===== config.mk =====
export PLATFORM = sky130hd
export DESIGN_NAME = instr_fetch
export DESIGN_NICKNAME = d
export VERILOG_FILES = /design/src/rtl/instr_fetch_pkg.sv /design/src/rtl/instr_fetch_fifo.sv /design/src/rtl/instr_fetch.sv
export SDC_FILE = /design/constraint.sdc
export NUM_CORES = 1
export LEC_CHECK = 0
export ABC_CLOCK_PERIOD_IN_PS = 6450
export BUFFER_PORTS_ARGS = -buffer_cell sky130_fd_sc_hd__buf_2
export CORE_MARGIN = 2
export CORE_UTILIZATION = 59
export DETAILED_ROUTE_END_ITERATION = 16
export PLACE_DENSITY = 0.9
export SKIP_CTS_REPAIR_TIMING = 1
export SYNTH_ARGS = -nofsm -noshare
export SYNTH_HDL_FRONTEND = slang
export SYNTH_SLANG_ARGS = --single-unit

===== constraint.sdc =====
create_clock -name clk -period 6.45 [get_ports clk]
set_clock_uncertainty 0.05 [all_clocks]
set_input_delay 0.3225 -clock clk [delete_from_list [all_inputs] [get_ports clk]]
set_output_delay 0.3225 -clock clk [all_outputs]
set_load 0.03 [all_outputs]

===== src/rtl/instr_fetch_pkg.sv =====
// Shared types for the instruction fetch unit: machine word, fetch FSM states,
// and the buffered {instruction, address} entry.
package instr_fetch_pkg;

  typedef logic [31:0] word;

  typedef enum logic {
    FETCH_IDLE = 1'b0,
    FETCH_REQ  = 1'b1
  } fetch_state_t;

  typedef struct packed {
    word data;
    word pc;
  } fetch_entry_t;

  function automatic word word_align(input word a);
    return a & 32'hFFFF_FFFC;
  endfunction

endpackage


===== src/rtl/instr_fetch_fifo.sv =====
// Synchronous FIFO of {instruction word, fetch address} with flush; head is
// combinational, push and pop may coincide at any occupancy.
module instr_fetch_fifo
  import instr_fetch_pkg::*;
#(
  parameter int unsigned DEPTH = 4
) (
  input  logic                       clk,
  input  logic                       rst,
  input  logic                       push,
  input  logic [31:0]                push_data,
  input  logic [31:0]                push_pc,
  input  logic                       pop,
  input  logic                       flush,
  output logic [$clog2(DEPTH):0]     count,
  output logic [31:0]                head_data,
  output logic [31:0]                head_pc
);

  localparam int unsigned AW = $clog2(DEPTH);
  typedef logic [AW-1:0] ptr_t;
  typedef logic [AW:0]   cnt_t;

  fetch_entry_t mem_q [DEPTH];
  ptr_t wr_ptr_q, wr_ptr_d, rd_ptr_q, rd_ptr_d;
  cnt_t count_q, count_d;
  logic push_en, pop_en, wr_en;

  always_comb begin
    pop_en   = pop && (count_q != '0);
    push_en  = push && ((count_q != cnt_t'(DEPTH)) || pop_en);
    wr_en    = push_en && !flush;
    wr_ptr_d = wr_ptr_q;
    rd_ptr_d = rd_ptr_q;
    count_d  = count_q;
    if (flush) begin
      wr_ptr_d = '0;
      rd_ptr_d = '0;
      count_d  = '0;
    end else begin
      if (push_en) wr_ptr_d = wr_ptr_q + ptr_t'(1);
      if (pop_en)  rd_ptr_d = rd_ptr_q + ptr_t'(1);
      count_d = count_q + cnt_t'(push_en) - cnt_t'(pop_en);
    end
  end

  always_ff @(posedge clk or negedge rst) begin
    if (!rst) begin
      wr_ptr_q <= '0;
      rd_ptr_q <= '0;
      count_q  <= '0;
    end else begin
      wr_ptr_q <= wr_ptr_d;
      rd_ptr_q <= rd_ptr_d;
      count_q  <= count_d;
    end
  end

  always_ff @(posedge clk) begin
    if (wr_en) mem_q[wr_ptr_q] <= '{data: push_data, pc: push_pc};
  end

  assign count     = count_q;
  assign head_data = mem_q[rd_ptr_q].data;
  assign head_pc   = mem_q[rd_ptr_q].pc;

endmodule


===== src/rtl/instr_fetch.sv =====
// Instruction fetch: pipelined sequential Avalon-MM reads from the PC into a
// credit-limited FIFO, with redirect that flushes and drops in-flight responses.
module instr_fetch
  import instr_fetch_pkg::*;
#(
  parameter int unsigned DEPTH    = 4,
  parameter logic [31:0] RESET_PC = 32'h0000_0000
) (
  input  logic        clk,
  input  logic        rst,
  output logic [31:0] mem_address,
  output logic        mem_read,
  input  logic        mem_waitrequest,
  input  logic        mem_readdatavalid,
  input  logic [31:0] mem_agent_to_host,
  input  logic        redirect,
  input  logic [31:0] redirect_pc,
  output logic        instr_valid,
  output logic [31:0] instr,
  output logic [31:0] instr_pc,
  input  logic        instr_ready
);

  localparam int unsigned CW = $clog2(DEPTH) + 1;
  localparam int unsigned SW = CW + 2;
  typedef logic [CW-1:0] cnt_t;
  typedef logic [SW-1:0] sum_t;

  fetch_state_t state_q, state_d;
  word  addr_q, addr_d, fetch_pc_q, fetch_pc_d, resp_pc_q, resp_pc_d, target_pc;
  cnt_t live_q, live_d, discard_q, discard_d;
  cnt_t fifo_count, count_d, live_rsp, disc_rsp;
  logic stale_q, stale_d;
  logic accept, hold, rsp_live, rsp_drop, push, pop, credit;

  assign instr_valid = (fifo_count != '0);
  assign mem_read    = (state_q == FETCH_REQ);
  assign mem_address = addr_q;
  assign pop         = instr_valid && instr_ready && !redirect;

  always_comb begin
    target_pc = word_align(redirect_pc);
    accept    = (state_q == FETCH_REQ) && !mem_waitrequest;
    hold      = (state_q == FETCH_REQ) && mem_waitrequest;
    rsp_drop  = mem_readdatavalid && (discard_q != '0);
    rsp_live  = mem_readdatavalid && (discard_q == '0);
    push      = rsp_live && !redirect;
    live_rsp  = live_q - cnt_t'(rsp_live);
    disc_rsp  = discard_q - cnt_t'(rsp_drop);

    // Anything accepted before or during a redirect, or accepted while stale, is dropped.
    if (redirect) begin
      live_d    = '0;
      discard_d = disc_rsp + live_rsp + cnt_t'(accept);
      count_d   = '0;
    end else begin
      live_d    = live_rsp + cnt_t'(accept && !stale_q);
      discard_d = disc_rsp + cnt_t'(accept && stale_q);
      count_d   = fifo_count + cnt_t'(push) - cnt_t'(pop);
    end
    stale_d = hold && (stale_q || redirect);

    fetch_pc_d = fetch_pc_q;
    if (redirect)                fetch_pc_d = target_pc;
    else if (accept && !stale_q) fetch_pc_d = addr_q + 32'd4;

    resp_pc_d = resp_pc_q;
    if (redirect)  resp_pc_d = target_pc;
    else if (push) resp_pc_d = resp_pc_q + 32'd4;

    credit = (sum_t'(count_d) + sum_t'(live_d) + sum_t'(discard_d)) < sum_t'(DEPTH);

    // A request stalled by waitrequest keeps its address until accepted.
    state_d = state_q;
    addr_d  = addr_q;
    if (!hold) begin
      if (credit) begin
        state_d = FETCH_REQ;
        addr_d  = fetch_pc_d;
      end else begin
        state_d = FETCH_IDLE;
      end
    end
  end

  always_ff @(posedge clk or negedge rst) begin
    if (!rst) begin
      state_q    <= FETCH_IDLE;
      addr_q     <= RESET_PC;
      fetch_pc_q <= RESET_PC;
      resp_pc_q  <= RESET_PC;
      live_q     <= '0;
      discard_q  <= '0;
      stale_q    <= 1'b0;
    end else begin
      state_q    <= state_d;
      addr_q     <= addr_d;
      fetch_pc_q <= fetch_pc_d;
      resp_pc_q  <= resp_pc_d;
      live_q     <= live_d;
      discard_q  <= discard_d;
      stale_q    <= stale_d;
    end
  end

  instr_fetch_fifo #(.DEPTH(DEPTH)) u_fetch_fifo (
    .clk       (clk),
    .rst       (rst),
    .push      (push),
    .push_data (mem_agent_to_host),
    .push_pc   (resp_pc_q),
    .pop       (pop),
    .flush     (redirect),
    .count     (fifo_count),
    .head_data (instr),
    .head_pc   (instr_pc)
  );

endmodule


==> results.tsv <==
stage	metric	value	unit
sta	worst rel slew slack	37.59	%
global_routing	antenna violations before repair	0	
finish	post-route insts no fill	1569	
clocking	CTS Buffer Depth	3	
floorplanning	row count	59	
drt	vias	9525	
sta	final hold slack	0.007183	ns
setup_path	CP arrival	5.73	ns
drt	first drt pass iteration count	5	
floorplanning	I/O pin cnt	168	
synth	Async SR Flop Fraction	30.53	%
finish	Filler Cell Count	1670	
sta	Achievable Freq	0.1860	GHz
setup_path	Critical Setup Path Class	reg -> reg	
flow_run	Max-Cap Viols	0	
synth	EDFF count, synth	248	
clocking	H-Tree Depth	2	
power	VDD IR-drop max	0.4589	mV
sta	# setup viols final	0	
drt	Routed Antenna Nets	0	
finish	most common cell after layout, fill and taps aside	edfxtp_1	
clocking	Reg clk slew, reported paths	0.06	ns
sta	Worst Tran Pin Value	0.9362	ns
synth	Synth cell types	73	
placed_design	Routability Congestion	0.8758	
clocking	Skew-Pair Late Insertion Delay	0.52	ns
drt	routed len/inst	21.71	um
power	Overall Power	7.898	mW
drt	DR vias/cell	6.071	
sta	RSZ-0062 raised after global routing	false	
finish	P&R area growth vs syn	17.13	%
placed_design	dpl cells	1469	
drt	Iter 0 DRT Violations	843	
synth	post-synthesis cell count	1005	
global_routing	vias in the first global route	9335	
clocking	Root Buffer	clkbuf_16	
drt	Detailed Route WL	34.07	mm
finish	antenna fix cells	0	
floorplanning	die area	27350	um^2
finish	most frequent cells in the layout	edfxtp_1 (248), buf_2 (162), dfrtp_1 (107)	
placed_design	# port buffers	163	
floorplanning	initial core utilization	59.46	%
placed_design	DP HPWL	20.76	mm
floorplanning	die width	165.4	um
global_routing	first-pass GRT wire length	51.11	mm
clocking	TritonCTS clock tree	done	
sta	max-slew violation count	0	
status	status	finished, final reports clean	
sta	setup TNS	0	ns
synth	Syn Area/Cell	15.29	um^2
worst_hold_path	Hold Path Class	in -> reg	
setup_path	Max FO, Critical Path	11	
sta	crit path time final	5.375	ns
finish	FF/Latch Area	10180	um^2
synth	synthesis-stage register bit count	357	
setup_path	CP startpoint kind	flip-flop	
sta	final hold vios	0	
global_routing	largest net degree at the start of global routing	72	
synth	Ys Warns	0	
global_routing	grt ovf	0	
drt	number of remaining DRC errors	0	
finish	multi-input logic area	4830	um^2
sta	period utilization	83.33	%
setup_path	data required time of the worst path	6.81	ns
finish	share of cells above drive strength 1	28.20	%
placed_design	dpl cell area	16490	um^2
synth	sequential-to-total area share from yosys stat	66.23	%
finish	design area	17990	um^2
clocking	CTS Buf Count	36	
floorplanning	core region area	25840	um^2
power	leakage	6.673	nW
clocking	Clock Sinks	357	
power	Power Density	438.9	nW/um^2
setup_path	critical path capture point type	flip-flop	
finish	nets@finish	1302	
synth	Post-Syn Area	15360	um^2
global_routing	GRT Resource Usage Total	24.47	%
floorplanning	Chip Height	165.4	um
synth	Post-synth top flop	edfxtp_1	
-- cells by family after synthesis --
kind of cell             share of synthesized area [%]
XOR/XNOR                                         3.534
buffers and inverters                            2.394
AND/OR/NAND/NOR                                  9.097
flip-flops                                       66.23
other                                          0.02441
AO/OA/AOI/OAI                                    5.880
multiplexers                                     10.38
adder cells (fa/ha/maj)                          2.459
-- through the flow --
step | setup WS (ns) | util, %
2_1_floorplan | 1.561 | -
3_3_place_gp | 1.170 | 63.83
3_5_place_dp | 1.116 | 63.83
4_1_cts | 1.085 | 68.33
5_1_grt | 0.7857 | 69.65
6_report | 1.075 | 69.65
-- final cells by class --
cell class,instances,share of cell area [%]
Sequential cell,357,56.57
Multi-Input combinational cell,566,26.84
Timing Repair Buffer,214,7.148
Clock buffer,47,5.347
Tap cell,335,2.329
Clock inverter,19,1.119
Inverter,31,0.6466
-- worst max-delay path, stage by stage, from the launching register on --
cell	delay [ns]
dfrtp_1	0.43
nor3_1	0.27
nor2b_1	0.09
ha_1	0.28
inv_1	0.06
fa_1	0.35
inv_1	0.08
fa_1	0.40
mux2i_1	0.22
inv_1	0.10
fa_1	0.48
nand4bb_1	0.21
and2_1	0.16
fa_1	0.39
or4_1	0.44
a21boi_2	0.19
o21a_1	0.44
buf_4	0.27
mux2_2	0.35
-- sequential cells by signal, indices dropped and copies added (netlist names) --
name                   flops
u_fetch_fifo.mem_q       248
fetch_pc_q                32
mem_address               32
resp_pc_q                 30
discard_q                  3
live_q                     3
u_fetch_fifo.count         3
u_fetch_fifo.rd_ptr_q      2
u_fetch_fifo.wr_ptr_q      2
mem_read                   1
stale_q                    1
-- power by group --
group,internal [mW],total (mW),switching [mW]
logic,1.15,2.81,1.66
clock network,1.19,2.05,0.862
registers,2.73,3.04,0.311
total,5.06,7.90,2.83
-- cells in the mapped netlist (6+ instances only) --
library cell | number | area share (%)
nor4_1 | 6 | 0.24
ha_1 | 19 | 1.5
buf_2 | 18 | 0.59
mux2_2 | 15 | 1.1
o21ai_1 | 13 | 0.42
nor4_2 | 9 | 0.73
fa_1 | 7 | 0.91
nand2_1 | 87 | 2.1
buf_1 | 8 | 0.20
xor2_1 | 27 | 1.5
nor2_1 | 44 | 1.1
mux4_2 | 62 | 9.1
nor3_1 | 14 | 0.46
xnor2_1 | 35 | 2.0
a21oi_1 | 27 | 0.88
and3_1 | 10 | 0.41
a31oi_1 | 13 | 0.53
clkbuf_1 | 20 | 0.49
o21ai_0 | 39 | 1.3
o22ai_1 | 6 | 0.24
nand4_1 | 13 | 0.53
and4_1 | 7 | 0.40
and2_1 | 7 | 0.29
dfrtp_1 | 109 | 18
nand3_1 | 19 | 0.62
inv_1 | 30 | 0.73
edfxtp_1 | 248 | 48
-- routing by layer --
metal / global-route usage (%) / wire length, um / vias up
met5: 0 / 0 / -
met4: 7.053 / 857 / 0
met3: 4.745 / 2608 / 67
met2: 40.59 / 16940 / 456
met1: 33.49 / 13660 / 4773
li1: - / - / 4229
-- path summary, 6_finish.rpt --
| check | start | to | slack [ns] | cells past startpoint |
|---|---|---|---|---|
| hold reg to reg | mem_address[1]$_DFFE_PN0P_ | mem_address[1]$_DFFE_PN0P_ | 0.45 | 2 |
| setup reg to reg | discard_q[2]$_DFF_PN0_ | mem_address[12]$_DFFE_PN0P_ | 1.08 | 18 |
| hold / removal | redirect_pc[22] | resp_pc_q[22]$_DFFE_PN0N_ | 0.007 | 3 |
| min in group asynchronous | rst | mem_address[21]$_DFFE_PN0P_ | 0.44 | 2 |
| max in group asynchronous | rst | u_fetch_fifo.rd_ptr_q[0]$_DFFE_PN0P_ | 4.79 | 3 |
| setup / recovery | discard_q[2]$_DFF_PN0_ | mem_address[12]$_DFFE_PN0P_ | 1.08 | 18 |
Power figures use the tool's default switching activity.
